**src/rtl/mux_pkg.sv**
```systemverilog
// Shared types and helpers for the registered N-to-1 select stage.
package mux_pkg;

    localparam int ERR_CNT_W = 8;

    typedef enum logic [1:0] {
        EMPTY = 2'd0,
        ONE   = 2'd1,
        TWO   = 2'd2
    } skid_state_e;

    // Select width never collapses to zero, even for a 2-input stage.
    function automatic int sel_w(input int n);
        return (n <= 2) ? 1 : $clog2(n);
    endfunction

endpackage

```
**src/rtl/mux_skid_buf.sv**
```systemverilog
// Two-entry valid/ready skid buffer with a registered in_ready and a 1-cycle fill latency.
//
// state | meaning
// EMPTY | no entry held, in_ready=1
// ONE   | main register valid, in_ready=1
// TWO   | main and skid registers valid, in_ready=0
module mux_skid_buf
    import mux_pkg::*;
#(
    parameter int WIDTH = 64
) (
    input  logic             clk,
    input  logic             reset,
    input  logic [WIDTH-1:0] in_data,
    input  logic             in_valid,
    output logic             in_ready,
    output logic [WIDTH-1:0] out_data,
    output logic             out_valid,
    input  logic             out_ready
);

    skid_state_e      state_q;
    logic [WIDTH-1:0] main_q;
    logic [WIDTH-1:0] skid_q;
    logic             in_ready_q;
    logic             out_valid_q;
    logic             accept;

    assign accept = in_valid && in_ready_q;

    always_ff @(posedge clk) begin
        if (reset) begin
            state_q     <= EMPTY;
            main_q      <= '0;
            skid_q      <= '0;
            in_ready_q  <= 1'b1;
            out_valid_q <= 1'b0;
        end else begin
            case (state_q)
                EMPTY: begin
                    if (accept) begin
                        main_q      <= in_data;
                        out_valid_q <= 1'b1;
                        state_q     <= ONE;
                    end
                end
                ONE: begin
                    if (accept && out_ready) begin
                        main_q <= in_data;
                    end else if (accept) begin
                        // Downstream stalled this cycle: park the beat behind main.
                        skid_q     <= in_data;
                        in_ready_q <= 1'b0;
                        state_q    <= TWO;
                    end else if (out_ready) begin
                        out_valid_q <= 1'b0;
                        state_q     <= EMPTY;
                    end
                end
                TWO: begin
                    if (out_ready) begin
                        main_q     <= skid_q;
                        in_ready_q <= 1'b1;
                        state_q    <= ONE;
                    end
                end
                default: begin
                    state_q     <= EMPTY;
                    in_ready_q  <= 1'b1;
                    out_valid_q <= 1'b0;
                end
            endcase
        end
    end

    assign in_ready  = in_ready_q;
    assign out_valid = out_valid_q;
    assign out_data  = main_q;

endmodule

```
**src/rtl/mux_n_reg.sv**
```systemverilog
// Registered N-to-1 select with valid/ready handshake and sticky out-of-range error tracking.
// Build option MUX_N_REG_SKID_EN swaps the output register for a skid buffer with registered in_ready.
module mux_n_reg
    import mux_pkg::*;
#(
    parameter int               WIDTH       = 64,
    parameter int               NUM_IN      = 3,
    parameter logic [WIDTH-1:0] DEFAULT_VAL = '0,
    localparam int              SEL_W       = sel_w(NUM_IN)
) (
    input  logic                    clk,
    input  logic                    reset,
    input  logic [NUM_IN*WIDTH-1:0] in_data,
    input  logic [SEL_W-1:0]        in_sel,
    input  logic                    in_valid,
    output logic                    in_ready,
    output logic [WIDTH-1:0]        out_data,
    output logic                    out_valid,
    input  logic                    out_ready,
    output logic                    err_sel,
    output logic [ERR_CNT_W-1:0]    err_cnt,
    input  logic                    err_clr
);

    localparam logic [ERR_CNT_W-1:0] ERR_CNT_MAX = '1;

    logic [WIDTH-1:0]     sel_val;
    logic                 sel_bad;
    logic                 accept;
    logic                 err_sel_q, err_sel_d;
    logic [ERR_CNT_W-1:0] err_cnt_q, err_cnt_d;

    always_comb begin
        sel_val = DEFAULT_VAL;
        sel_bad = 1'b1;
        for (int i = 0; i < NUM_IN; i++) begin
            if (int'(in_sel) == i) begin
                sel_val = in_data[i*WIDTH +: WIDTH];
                sel_bad = 1'b0;
            end
        end
    end

    assign accept = in_valid && in_ready;

    // A fresh illegal beat outranks a clear in the same cycle.
    always_comb begin
        err_sel_d = err_sel_q;
        err_cnt_d = err_cnt_q;
        if (err_clr) begin
            err_sel_d = 1'b0;
            err_cnt_d = '0;
        end
        if (accept && sel_bad) begin
            err_sel_d = 1'b1;
            if (err_clr) begin
                err_cnt_d = ERR_CNT_W'(1);
            end else if (err_cnt_q != ERR_CNT_MAX) begin
                err_cnt_d = err_cnt_q + ERR_CNT_W'(1);
            end
        end
    end

    always_ff @(posedge clk) begin
        if (reset) begin
            err_sel_q <= 1'b0;
            err_cnt_q <= '0;
        end else begin
            err_sel_q <= err_sel_d;
            err_cnt_q <= err_cnt_d;
        end
    end

    assign err_sel = err_sel_q;
    assign err_cnt = err_cnt_q;

`ifdef MUX_N_REG_SKID_EN
    mux_skid_buf #(
        .WIDTH (WIDTH)
    ) u_skid (
        .clk       (clk),
        .reset     (reset),
        .in_data   (sel_val),
        .in_valid  (in_valid),
        .in_ready  (in_ready),
        .out_data  (out_data),
        .out_valid (out_valid),
        .out_ready (out_ready)
    );
`else
    logic [WIDTH-1:0] data_q, data_d;
    logic             valid_q, valid_d;

    assign in_ready = !valid_q || out_ready;

    always_comb begin
        data_d  = data_q;
        valid_d = valid_q;
        if (accept) begin
            data_d  = sel_val;
            valid_d = 1'b1;
        end else if (out_ready) begin
            valid_d = 1'b0;
        end
    end

    always_ff @(posedge clk) begin
        if (reset) begin
            data_q  <= '0;
            valid_q <= 1'b0;
        end else begin
            data_q  <= data_d;
            valid_q <= valid_d;
        end
    end

    assign out_data  = data_q;
    assign out_valid = valid_q;
`endif

endmodule

```
**config.mk**
```make
export PLATFORM = sky130hd
export DESIGN_NAME = mux_n_reg
export DESIGN_NICKNAME = d
export VERILOG_FILES = /design/src/rtl/mux_pkg.sv /design/src/rtl/mux_skid_buf.sv /design/src/rtl/mux_n_reg.sv
export SDC_FILE = /design/constraint.sdc
export NUM_CORES = 1
export LEC_CHECK = 0
export ABC_AREA = 1
export CORE_MARGIN = 5
export CORE_UTILIZATION = 35
export CTS_BUF_LIST = sky130_fd_sc_hd__clkbuf_8
export DETAILED_ROUTE_END_ITERATION = 6
export PLACE_DENSITY = 0.83
export SKIP_LAST_GASP = 1
export SYNTH_ARGS = -nofsm -noshare
export SYNTH_HDL_FRONTEND = slang
export SYNTH_SLANG_ARGS = --single-unit
```
**constraint.sdc**
```tcl
create_clock -name clk -period 1.47 [get_ports clk]
set_input_delay 0.147 -clock clk [delete_from_list [all_inputs] [get_ports clk]]
set_output_delay 0.147 -clock clk [all_outputs]
set_load 0.01 [all_outputs]
```
==> impl_results.md <==
* Largest cells by area after synthesis: dfxtp_1, nand2_1, a31oi_1
* Final Max Slew Viols at 0
* Worst-skew pair later-pin latency at ~340 ps
* Post-synthesis async set-or-reset flop share at 0%
* Reg clk slew, reported paths at roughly 80 ps
* Sequential area share after synthesis at 41.4%
* CTS sink cnt at 74
* CP top delay family: buffers and inverters
* Final setup fails at 0
* Core Footprint at 0.0101 mm²
* Mean Syn Cell Area at 6.90 µm²
* HP Class: in2reg
* CP Capture Type: output pin
* DRT antenna net count at 0
* Critical Path Source Type: register
* Initial antenna violation count at 0
* EDFF count, synth at 0
* Slew HR at 78.4%
* CTS tree: done
* Worst Skew at 8.49 ps
* RSZ-0062 raised after global routing: true
* PD cells at between 800 and 900 mW/mm²
* Clock tree buffer depth at 2
* IO Port Bufs at around 270
* H-tree depth at 3
* Synthesized area at 0.00358 mm²
* GPL Wtd Cong at 0.906
* Gr ovfl total at 0
* Io pins at approximately 270
* Yosys warns at 0
* TritonCTS Buffers at 9
* CP required at 1320 ps
* Vias in the first global route at 4893
* Cell area after placement at 0.00660 mm²
* CP cell instances: clkdlybuf4s50_1
* Post-route insts no fill at 925
* Commonest cells in the netlist: nand2_1, dfxtp_1, a21oi_1
* FMAX at 0.700 GHz
* Die W at 111 µm
* First-pass DRT Iterations at 5
* Vias per Instance at about 5.3
* Total die area at roughly 0.012 mm²
* Top-area cell type share of the netlist area at 41.4%
* WS Path Type: reg2out
* Total wire length at 15.5 mm
* Primary FF master, synth: dfxtp_1
* Peak supply drop at 464 µV
* Gr usage total at 24.2%
* Starting Density at 35.3%
* Most numerous cell in the Yosys netlist: nand2_1
* Outcome: finished, final reports clean
* Syn Nets at 719
* ANT cells at 0
* Fin Setup TNS at 0 ps
* Root Driver: clkbuf_8
* Slew @ Worst Pin at 323 ps
* Fin crit share at 97.2%
* CP bufs+invs at 1
* Leak pwr at 2.61 nW
* Arrival @ worst endpoint at 1280 ps
* Final Hold Vio Count at 0
* Synth Instances at between 500 and 600
* DRC viols at 0
* Avg WL per Cell at 16.7 µm
* Critical path's largest stage delay at 560 ps
* CP max stage cell: clkdlybuf4s50_1
* CTS Hold Bufs at 0
* Nets at between 900 and 1000
* DP HPWL at 11.9 mm
* First-pass GRT wire length at between 20 and 25 mm
* Maxcap violations at 0
* DIE HEIGHT at between 100 and 150 µm
* Design Area, Final at 0.00688 mm²
* Row count at 37
* Largest net degree at the start of global routing at between 40 and 50
* Final Critical Period at 1430 ps
* Total number of vias at between 4000 and 5000
* Yosys top cell by area: dfxtp_1
* Synth cell types at 20
* Post-CTS setup buffers at 0
* Yosys reg bits at 74
* Placed insts at ~910
* Initial DRC Count at approximately 350
* CP Max Fanout at 2
* Area Growth Syn to Fin at 91.9%
* Layout cells sized above 1 at under 10%
[registers in the layout, summed over array words and instances, names as in the netlist]
signal / count
err_cnt: 8
err_sel: 1
out_data: 64
out_valid: 1
[routing by layer]
layer	track usage [%]	up-vias	routed length (µm)
met5	0	-	0
met4	11.4	0	628
met3	6.22	50	1360
met2	42.1	307	7610
met1	27.7	2189	5870
li1	-	2330	-
[placed cells by master, fill, tap and decap left out, types with 11 or more instances in the layout]
cell type / netlist / final
dfxtp_1: 74 / 72
clkdlybuf4s50_1: 0 / 264
a21oi_1: 70 / 70
nor2_1: 14 / 13
buf_12: 0 / 11
inv_1: 12 / 11
nand2_1: 155 / 154
a31oi_1: 64 / 64
o21ai_0: 62 / 62
clkbuf_8: 0 / 11
[stage by stage]
step | hold WS, ps | util [%] | power (mW) | worst slack (ps)
6_report | 370 | 67.8 | 5.71 | 41.1
5_1_grt | 360 | 67.8 | 5.98 | -27.1
4_1_cts | 351 | 67.5 | 5.75 | 15.0
3_5_place_dp | 487 | 65.1 | 3.78 | -181
3_3_place_gp | 456 | 65.1 | 3.76 | -110
2_1_floorplan | 307 | - | 2.74 | 81.9
[final cells by class]
type,instances,area (µm²)
well taps,136,170
clock buffers,11,151
repair buffers,293,3020
inverters,15,56.3
fillers,781,3260
flip-flops and latches,74,1480
clock inverters,5,100
multi-input cells,391,1890
[path summary, 6_finish.rpt]
kind	slack [ps]	depth (start not counted)	to	start
setup / recovery	40	1	out_data[63]	out_data[63]
hold / removal	370	3	out_data[8]	in_data[136]
setup reg to reg	120	9	err_cnt[5]	err_cnt[1]
hold reg to reg	500	2	err_sel	err_sel
[report_power, final]
part	switching [mW]	internal [mW]	total, mW
clock network	0.755	1.22	1.97
registers	0.0769	2.15	2.23
logic	0.600	0.914	1.51
[repair_timing]
action | 4_1_cts | 5_1_grt
pin swaps | 0 | 1
gates cloned | 0 | 0
resized for setup | 8 | 7
setup endpoints to repair | 8 | 9
[kinds of logic after synthesis]
logic type | Yosys count | synth area share (%)
AOI/OAI and AO/OA | 201 | 30.3
and+or+nand+nor | 188 | 21.2
DFF | 74 | 41.4
buffers and inverters | 54 | 6.57
xor gates and xnor gates | 1 | 0.245
adders and majority gates | 1 | 0.349
(Power assumes the default switching activity.)
